### config.mk
export PLATFORM = sky130hd
export DESIGN_NAME = tpm_port_requester
export DESIGN_NICKNAME = d
export VERILOG_FILES = /design/src/rtl/tpm_port_requester.sv
export SDC_FILE = /design/constraint.sdc
export NUM_CORES = 1
export LEC_CHECK = 0
export CORE_UTILIZATION = 40
export CTS_BUF_LIST = sky130_fd_sc_hd__clkbuf_8
export DETAILED_ROUTE_END_ITERATION = 10
export MAX_ROUTING_LAYER = met4
export PLACE_DENSITY = 0.75
export SYNTH_ARGS = -nofsm -noshare
export SYNTH_HDL_FRONTEND = slang
export SYNTH_SLANG_ARGS = --single-unit
### constraint.sdc
create_clock -name clk -period 5.6 [get_ports clk]
set_input_delay 0.56 -clock clk [delete_from_list [all_inputs] [get_ports clk]]
set_output_delay 0.56 -clock clk [all_outputs]
set_load 0.02 [all_outputs]
### src/rtl/tpm_port_requester.sv
// tpm_port_requester
// Drives a single memory port on behalf of one client. Requests are registered
// onto the port one cycle after acceptance and held while the memory asserts
// mem_freeze_inputs. Read returns are buffered in a show-ahead response FIFO
// whose depth also bounds the number of reads that may be in flight, so a
// well-behaved memory can never overrun it. A drain handshake lets the
// surrounding logic quiesce the port before reconfiguration.

module tpm_port_requester #(
  parameter int ADDR_W    = 12,
  parameter int DATA_W    = 16,
  parameter int RSP_DEPTH = 4,
  localparam int CW       = $clog2(RSP_DEPTH + 1)
) (
  input  logic              clk,
  input  logic              reset_n,

  // Client request channel
  input  logic              req_valid,
  output logic              req_ready,
  input  logic [ADDR_W-1:0] req_addr,
  input  logic [DATA_W-1:0] req_wdata,
  input  logic              req_wen,

  // Memory port
  output logic [ADDR_W-1:0] mem_addr,
  output logic [DATA_W-1:0] mem_wdata,
  output logic              mem_wen,
  output logic              mem_valid_in,
  input  logic              mem_freeze_inputs,
  input  logic [DATA_W-1:0] mem_data_out,
  input  logic              mem_valid_out,

  // Client response channel
  output logic              rsp_valid,
  input  logic              rsp_ready,
  output logic [DATA_W-1:0] rsp_data,

  // Drain control and status
  input  logic              drain_req,
  output logic              drain_done,
  output logic [CW-1:0]     outstanding,
  output logic              err
);

  // Pointer width; RSP_DEPTH is a power of two so pointers wrap for free.
  localparam int PW = $clog2(RSP_DEPTH);

  typedef enum logic [1:0] {
    ST_RUN,
    ST_DRAINING,
    ST_DRAINED
  } state_e;

  state_e state_q, state_d;

  // Registered memory-port drive
  logic              mem_valid_in_q;
  logic [ADDR_W-1:0] mem_addr_q;
  logic [DATA_W-1:0] mem_wdata_q;
  logic              mem_wen_q;

  // Response FIFO and credit bookkeeping
  logic [DATA_W-1:0] fifo_mem [RSP_DEPTH];
  logic [PW-1:0]     wr_ptr_q, wr_ptr_d;
  logic [PW-1:0]     rd_ptr_q, rd_ptr_d;
  logic [CW-1:0]     count_q, count_d;
  logic [CW-1:0]     credits_q, credits_d;
  logic              err_q, err_d;

  // Handshake qualifiers
  logic          credit_ok;
  logic          fifo_full;
  logic          fifo_empty;
  logic          accept;
  logic          accept_rd;
  logic          pop;
  logic          push;
  logic          drop;
  logic [CW-1:0] outstanding_w;

  // ---------------------------------------------------------------------------
  // Handshake and FIFO status decode
  // ---------------------------------------------------------------------------
  assign credit_ok     = credits_q < CW'(RSP_DEPTH);
  assign fifo_full     = count_q == CW'(RSP_DEPTH);
  assign fifo_empty    = count_q == '0;
  assign outstanding_w = credits_q - count_q;

  assign accept    = req_valid & req_ready;
  assign accept_rd = accept & ~req_wen;
  assign pop       = ~fifo_empty & rsp_ready;

  // A return is only legitimate if a read is actually in flight. A full FIFO
  // can still take it when the head is leaving in the same cycle.
  assign push = mem_valid_out & (outstanding_w != '0) & (~fifo_full | pop);
  assign drop = mem_valid_out & ~push;

  // ---------------------------------------------------------------------------
  // FSM
  // ---------------------------------------------------------------------------

  // State register
  always_ff @(posedge clk) begin
    // NOTE: sequential state uses non-blocking assignments so every register
    // samples the pre-edge values of the others, independent of block order.
    if (!reset_n) state_q <= ST_RUN;
    else          state_q <= state_d;
  end

  // Next-state: leave RUN on a drain request, finish draining once no read is
  // in flight and the port holds no request the memory has yet to capture.
  always_comb begin
    // NOTE: assign a default before any branch so no path leaves state_d
    // unassigned, which would otherwise infer a latch.
    state_d = state_q;
    unique case (state_q)
      ST_RUN: begin
        if (drain_req) state_d = ST_DRAINING;
      end
      ST_DRAINING: begin
        if ((outstanding_w == '0) && (!mem_valid_in_q || !mem_freeze_inputs))
          state_d = ST_DRAINED;
      end
      ST_DRAINED: begin
        if (!drain_req) state_d = ST_RUN;
      end
      default: state_d = ST_RUN;
    endcase
  end

  // Outputs decoded from state: only RUN accepts work, DRAINED reports done.
  always_comb begin
    req_ready  = 1'b0;
    drain_done = 1'b0;
    unique case (state_q)
      ST_RUN:      req_ready  = ~mem_freeze_inputs & credit_ok;
      ST_DRAINING: req_ready  = 1'b0;
      ST_DRAINED:  drain_done = 1'b1;
      default:     req_ready  = 1'b0;
    endcase
  end

  // ---------------------------------------------------------------------------
  // Memory port drive
  // ---------------------------------------------------------------------------

  // Register accepted requests onto the port; freeze holds everything as is.
  always_ff @(posedge clk) begin
    if (!reset_n) begin
      mem_valid_in_q <= 1'b0;
      mem_addr_q     <= '0;
      mem_wdata_q    <= '0;
      mem_wen_q      <= 1'b0;
    end else if (!mem_freeze_inputs) begin
      mem_valid_in_q <= accept;
      if (accept) begin
        mem_addr_q  <= req_addr;
        mem_wdata_q <= req_wdata;
        mem_wen_q   <= req_wen;
      end
    end
  end

  assign mem_valid_in = mem_valid_in_q;
  assign mem_addr     = mem_addr_q;
  assign mem_wdata    = mem_wdata_q;
  assign mem_wen      = mem_wen_q;

  // ---------------------------------------------------------------------------
  // Response FIFO, credits and error
  // ---------------------------------------------------------------------------

  // Next values for pointers, occupancy, credits and the sticky error.
  always_comb begin
    wr_ptr_d  = push ? wr_ptr_q + PW'(1) : wr_ptr_q;
    rd_ptr_d  = pop  ? rd_ptr_q + PW'(1) : rd_ptr_q;
    count_d   = count_q + CW'(push) - CW'(pop);
    credits_d = credits_q + CW'(accept_rd) - CW'(pop);
    err_d     = err_q | drop;
  end

  // Control registers of the FIFO; reset discards any reads still in flight.
  always_ff @(posedge clk) begin
    if (!reset_n) begin
      wr_ptr_q  <= '0;
      rd_ptr_q  <= '0;
      count_q   <= '0;
      credits_q <= '0;
      err_q     <= 1'b0;
    end else begin
      wr_ptr_q  <= wr_ptr_d;
      rd_ptr_q  <= rd_ptr_d;
      count_q   <= count_d;
      credits_q <= credits_d;
      err_q     <= err_d;
    end
  end

  // Response storage write port.
  always_ff @(posedge clk) begin
    // NOTE: the storage array has no reset; occupancy is tracked by count_q,
    // so stale entries are never visible and the array maps to plain RAM.
    if (push) fifo_mem[wr_ptr_q] <= mem_data_out;
  end

  assign rsp_valid   = ~fifo_empty;
  assign rsp_data    = fifo_mem[rd_ptr_q];
  assign outstanding = outstanding_w;
  assign err         = err_q;

endmodule

==> results of run 1 <==
-- cell type report --
cell class / instances / area (µm²)
Fill cell: 911 / 5040
Sequential cell: 109 / 2820
Multi-Input combinational cell: 163 / 1510
Timing Repair Buffer: 107 / 1060
Tap cell: 140 / 175
Clock buffer: 9 / 124
Clock inverter: 7 / 56.3
Inverter: 12 / 45.0
-- worst max-delay path, stage by stage, from the launching register on --
cell and delay, ns:
dfxtp_1 1.07, mux4_2 0.64, clkdlybuf4s50_1 0.56
-- cells in the mapped netlist (2+ instances only) --
cell	count
and3_1	29
clkbuf_1	18
and2_2	4
a21boi_0	30
mux4_2	16
fa_1	3
mux2i_1	2
o21a_1	30
dfxtp_1	45
nor2b_1	4
and2_1	7
xnor2_1	5
inv_1	12
ha_1	9
edfxtp_1	64
buf_2	3
nand2_1	9
-- cells by family (layout without fill, tap and decap cells) --
logic type               count (synthesis)  count (layout)  share of synthesized area [%]
AO/OA/AOI/OAI                           66              66                           11.3
AND/OR/NAND/NOR                         60              60                           8.44
XOR/XNOR                                 7               7                           1.74
flip-flops                             109             109                           63.3
buffers and inverters                   33             135                           2.86
adder cells (fa/ha/maj)                 12              12                           3.87
multiplexers                            18              18                           8.53
-- per-stage QoR --
step / cells / cell area [µm²] / util (%)
final: 547 / 5800 / 53.5
after global routing: 547 / 5800 / 53.5
after CTS: 547 / 5800 / 53.5
after detailed placement: 531 / 5620 / 51.8
after global placement: 531 / 5620 / 51.8
after floorplan: 305 / 4460 / -
-- state kept, by name (all words and copies together), names as in the netlist, named ones only --
name          cells
mem_valid_in      1
err               1
count_q           3
fifo_mem         64
wr_ptr_q          2
mem_addr         12
mem_wdata        16
credits_q         3
mem_wen           1
state_q           2
rd_ptr_q          2
-- power breakdown --
group	switching, mW	leakage, nW	internal [mW]
logic	0.472	1.05	0.501
registers	0.101	0.951	1.02
clock network	0.273	0.0915	0.169
total	0.846	2.09	1.69
-- final timing paths --
| kind | end | cells past startpoint |
|---|---|---|
| worst max-delay path | rsp_data[13] | 2 |
| worst min-delay path | err$_SDFF_PN0_ | 2 |
| worst max register to register | count_q[2]$_SDFF_PN0_ | 13 |
| worst min register to register | err$_SDFF_PN0_ | 2 |
-- metal layers --
layer | up-vias | part of all wire (%) | routed length [µm]
met1 | 1308 | 45 | 3930
met3 | 12 | 5.4 | 468
met4 | 0 | 1.6 | 136
met2 | 97 | 48 | 4120
met5 | - | 0 | 0
li1 | 1317 | - | -
==> metrics.csv, run 1 <==
stage,metric,value,unit
worst_hold_path,Tightest Hold Check Type,reg -> reg,
route,drt total wl,8660,µm
global_route,initial antenna violation count,0,
clock_tree,number of hold buffers added after cts,0,
yosys,flop and latch count out of synthesis,109,
clock_tree,CTS HTree Levels,3,
yosys,ys async rst share,0,%
floorplanning,core box area,0.0108,mm²
yosys,post-synth top area share,43.1,%
pwr,Power Dens Cells,437,mW/mm²
cells_and_area,layout cells sized above 1,10.3,%
yosys,top post-synthesis cells by area,"edfxtp_1 (43%), dfxtp_1 (20%), mux4_2 (8.1%)",
timing,final setup fails,0,
clock_tree,post-CTS setup buffer count,0,
yosys,Mapped Cells,305,
floorplanning,initial core utilization,41.2,%
clock_tree,CTS tree,yes,
route,Antenna Nets Post-Route,0,
setup_path,critical path endpoint category,output pin,
setup_path,Reg-to-Reg Start,count_q[0]$_SDFF_PN0_,
clock_tree,clk_lat worst skew,0.37,ns
setup_path,CP max FO,16,
floorplanning,Die ar.,0.0116,mm²
yosys,leading area contributor after synthesis,edfxtp_1,
clock_tree,root buffer cell,clkbuf_8,
job,Max-cap violations,0,
cells_and_area,most frequent cells in the layout,"clkdlybuf4s50_1 (104), edfxtp_1 (64), dfxtp_1 (45)",
global_route,most used routing layer,met2,
timing,Tcrit/Tclk final,57.0,%
timing,Hold WS,0.492,ns
route,initial DRC count,93,
placed_design,DP Wirelength,5790,µm
timing,RSZ-0062 raised after global routing,false,
route,Avg Vias per Cell,5.00,
pwr,Max IR drop VDD,0.000238,V
global_route,largest net degree at the start of global routing,60,
global_route,global-route track usage on met3,3.21,%
setup_path,Arrival @ worst endpoint,2.63,ns
timing,final slew viol count,0,
cells_and_area,synth-to-layout area growth,29.9,%
global_route,first-pass GRT wire length,13900,µm
timing,Slew HR,25.9,%
yosys,Syn Nets,369,
yosys,Post-Syn Area,0.00446,mm²
clock_tree,CTS Sinks,109,
timing,Worst-Margin Slew,1.11,ns
global_route,"Remaining Overflow, GRT",0,
cells_and_area,Ant. Diodes,0,
route,average wire per standard cell,15.8,µm
setup_path,r2r setup slk,2.62,ns
floorplanning,chip width,108,µm
pwr,Tot Pwr,2.54,mW
route,via count,2734,
global_route,vias in the first global route,2810,
setup_path,critical path data required time,5.04,ns
global_route,Tot GR Track Use,16.4,%
yosys,top_reg_cell synth,edfxtp_1,
clock_tree,cts bufs inserted,9,
clock_tree,post-cts resize count,0,
setup_path,Crit Path Category,reg -> out,
global_route,M1 GR Usage,20.3,%
run_status,status,"finished, final reports clean",
setup_path,Critical Path Start Type,flop,
yosys,Post-synth EDFFs,64,
global_route,met2 Resource Use GR,26.3,%
yosys,sequential cell area fraction in the yosys report,63.3,%
placed_design,Place WS,2.36,ns
yosys,Syn Area/Cell,14.6,µm²
floorplanning,IO Pins,105,
route,DRC viols,0,
timing,final hold vios,0,
pwr,P_leak,2.09,nW
timing,"Worst Setup Slack, final",2.41,ns
cells_and_area,"commonest non-fill, non-tap cell in the layout",clkdlybuf4s50_1,
yosys,"Distinct cells, synth",32,
timing,final clock skew,0.0100,ns
clock_tree,Clock transition at path regs,0.09,ns
cells_and_area,nets@finish,466,
floorplanning,die height,108,µm
yosys,yosys warns,0,
placed_design,RD Place Congestion,0.722,
clock_tree,Max Buffers Root-to-Sink,2,
worst_hold_path,hold path startpoint,err$_SDFF_PN0_,
floorplanning,FP Rows,38,
route,total iterations of the first detailed-routing run,4,
timing,Period minus WS final,3.19,ns
timing,Fmax,314,MHz
placed_design,IO buf count,104,
timing,Final TNS setup,0,ns
No activity file was read; power rests on OpenSTA's default activity.
==> inputs of run 2 (changes only) <==
--- a/config.mk
+++ b/config.mk
@@ -9,7 +9,7 @@
 export CTS_BUF_LIST = sky130_fd_sc_hd__clkbuf_8
 export DETAILED_ROUTE_END_ITERATION = 10
 export MAX_ROUTING_LAYER = met4
-export PLACE_DENSITY = 0.75
+export PLACE_DENSITY = 0.78
 export SYNTH_ARGS = -nofsm -noshare
 export SYNTH_HDL_FRONTEND = slang
 export SYNTH_SLANG_ARGS = --single-unit
==> constraint.sdc (replaced) <==
create_clock -name clk -period 2.75 [get_ports clk]
set_input_delay 0.275 -clock clk [delete_from_list [all_inputs] [get_ports clk]]
set_output_delay 0.275 -clock clk [all_outputs]
set_load 0.02 [all_outputs]
==> metrics.csv, run 2 (same netlist as run 1, synthesis figures left out) <==
stage,metric,value,unit
run_status,status,"finished, final reports clean",
placed_design,placed cells,538,
global_route,Tot GR Track Use,16.7,%
timing,final setup fails,0,
placed_design,DP Wirelength,6090,µm
clock_tree,CTS tree,yes,
pwr,Switching Share,32.3,%
pwr,Max IR drop VDD,0.000389,V
setup_path,CP max FO,2,
floorplanning,core box area,0.0108,mm²
cells_and_area,# fillers,914,
timing,Tcrit/Tclk final,99.6,%
clock_tree,CTS Sinks,109,
cells_and_area,synth-to-layout area growth,32.8,%
route,DRC viols,0,
global_route,first-pass GRT wire length,14100,µm
timing,Final TNS setup,0,ns
setup_path,Crit path largest cell delay,0.54,ns
setup_path,cell depth of the worst flop-to-flop path,14,
worst_hold_path,Tightest Hold Check Type,reg -> reg,
cells_and_area,final non-filler cell total,554,
cells_and_area,layout cells sized above 1,14.7,%
route,drt total wl,8770,µm
placed_design,RD Place Congestion,0.747,
setup_path,"most used cell, CP",inv_2,
pwr,Power Dens Cells,917,mW/mm²
setup_path,slowest CP cell,fa_2,
route,average wire per standard cell,15.8,µm
cells_and_area,most frequent cells in the layout,"clkdlybuf4s50_1 (104), edfxtp_1 (64), dfxtp_1 (43)",
cells_and_area,max reg flops,64,
setup_path,worst r2r dst,count_q[2]$_SDFF_PN0_,
floorplanning,initial core utilization,41.2,%
setup_path,Worst Setup SP,credits_q[0]$_SDFF_PN0_,
setup_path,Reg-to-Reg Start,credits_q[0]$_SDFF_PN0_,
cells_and_area,"commonest non-fill, non-tap cell in the layout",clkdlybuf4s50_1,
setup_path,Arrival @ worst endpoint,2.99,ns
job,Max-cap violations,0,
clock_tree,number of hold buffers added after cts,0,
route,total iterations of the first detailed-routing run,4,
clock_tree,Clock transition at path regs,0.10,ns
setup_path,r2r setup slk,0.01,ns
placed_design,IO buf count,104,
setup_path,Crit Path Category,reg -> reg,
clock_tree,clk_lat worst skew,0.36,ns
clock_tree,cts bufs inserted,9,
timing,Slew HR,68.4,%
floorplanning,IO Pins,105,
setup_path,critical path data required time,3.00,ns
setup_path,critical path endpoint category,flop,
setup_path,Critical Path Start Type,flop,
worst_hold_path,Min-Delay Path Depth,2,
timing,final clock skew,0.00922,ns
global_route,initial antenna violation count,0,
timing,Fmax,365,MHz
timing,Worst-Margin Slew,0.474,ns
worst_hold_path,hold path startpoint,err$_SDFF_PN0_,
timing,final slew viol count,0,
clock_tree,root buffer cell,clkbuf_8,
timing,final hold vios,0,
floorplanning,Die ar.,0.0116,mm²
timing,RSZ-0062 raised after global routing,true,
cells_and_area,nets@finish,473,
floorplanning,FP Rows,38,
pwr,P_leak,2.14,nW
floorplanning,chip width,108,µm
route,Antenna Nets Post-Route,0,
pwr,sequential share of power,40.8,%
timing,Period minus WS final,2.74,ns
floorplanning,die height,108,µm
clock_tree,CTS HTree Levels,3,
route,via count,2742,
pwr,clock share of power,17.7,%
pwr,Psw,1.76,mW
pwr,Power Internal,3.67,mW
global_route,"Remaining Overflow, GRT",0,
timing,Hold WS,0.463,ns
timing,"Worst Setup Slack, final",0.0103,ns
cells_and_area,Ant. Diodes,0,
route,initial DRC count,104,
setup_path,CP cell instances,inv_2 > ha_4 > fa_2 > nand2_2 > o211a_4 > inv_2 > ha_4 > inv_2 > ha_4 > inv_2 > fa_2 > xnor2_2 > xnor2_1 > and2_1,
global_route,vias in the first global route,2925,
global_route,largest net degree at the start of global routing,60,
cells_and_area,Biggest register,fifo_mem,
clock_tree,Max Buffers Root-to-Sink,2,
placed_design,Place WS,-0.0855,ns
route,Avg Vias per Cell,4.95,
pwr,combinational share of power,41.5,%
worst_hold_path,WHS Endpoint,err$_SDFF_PN0_,
run 2: cell count changes in the layout (fill, tap and decap cells not counted), moves of 2 or more:
cell	delta
buf_4	+7
dfxtp_1	-2
dfxtp_2	+2
fa_1	-2
fa_2	+2
ha_1	-3
ha_4	+3
inv_1	-2
inv_2	+4
inv_8	-2
run 2: timing repair:
action                     in CTS  in global routing
setup endpoints to repair       1                  1
pin swaps                       2                  0
setup buffers                   0                  0
gates resized for setup         1                  0
run 2: worst max-delay path by stage:
| stage | to | slack [ns] | cells after the start |
|---|---|---|---|
| 2_1_floorplan | count_q[2]$_SDFF_PN0_ | -0.02 | 14 |
| 3_3_place_gp | credits_q[2]$_SDFF_PN0_ | -0.02 | 11 |
| 3_5_place_dp | credits_q[2]$_SDFF_PN0_ | -0.09 | 11 |
| 4_1_cts | count_q[2]$_SDFF_PN0_ | 0.006 | 14 |
| 5_1_grt | count_q[2]$_SDFF_PN0_ | -0.07 | 14 |
| 6_report | count_q[2]$_SDFF_PN0_ | 0.01 | 14 |
run 2: power groups by stage:
| stage | Sequential (mW) | Clock, mW | Combinational (mW) |
|---|---|---|---|
| after global placement | 2.23 | 0 | 2.19 |
| after detailed placement | 2.26 | 0 | 2.27 |
| after global routing | 2.25 | 1.06 | 2.44 |
| after CTS | 2.22 | 0.999 | 2.29 |
| after floorplan | 2.29 | 0 | 1.30 |
| final | 2.21 | 0.964 | 2.25 |
run 2: layout make-up:
cell class / instances / area [µm²] / area share, %
Sequential cell: 109 / 2830 / 47.7
Multi-Input combinational cell: 163 / 1560 / 26.4
Clock buffer: 10 / 138 / 2.32
Timing Repair Buffer: 114 / 1120 / 18.8
Tap cell: 140 / 175 / 2.96
Inverter: 12 / 45.0 / 0.760
Clock inverter: 6 / 62.6 / 1.06
run 2: through the flow:
stage                     power (mW)  util [%]  cell area (µm²)
after floorplan                 3.59         -             4510
after global placement          4.42      52.8             5720
after detailed placement        4.53      52.8             5720
after CTS                       5.52      54.7             5930
after global routing            5.75      54.7             5930
final                           5.43      54.7             5930
run 2: worst max-delay path: cells and delay by family, from the launching register on:
family	cells	cell delay (ns)
adders and majority gates	5	1.34
DFF	1	0.35
xor gates and xnor gates	2	0.27
AOI/OAI and AO/OA	1	0.25
and+or+nand+nor	2	0.24
buffers and inverters	4	0.20
run 2: routing by layer:
metal | up-vias | share of wire [%] | global-route usage, %
met2 | 90 | 50 | 28.6
met3 | 13 | 5.3 | 3.09
met4 | 0 | 1.7 | 7.05
met1 | 1309 | 43 | 19.3
met5 | - | 0 | -
li1 | 1330 | - | -
==> inputs of run 3 (changes only) <==
--- a/config.mk
+++ b/config.mk
@@ -8,6 +8,7 @@
 export CORE_UTILIZATION = 40
 export CTS_BUF_LIST = sky130_fd_sc_hd__clkbuf_8
 export DETAILED_ROUTE_END_ITERATION = 10
+export HOLD_SLACK_MARGIN = 0.06
 export MAX_ROUTING_LAYER = met4
 export PLACE_DENSITY = 0.78
 export SYNTH_ARGS = -nofsm -noshare
==> results of run 3 <==
No change in the layout: final DEF, timing and power equal those of run 2.
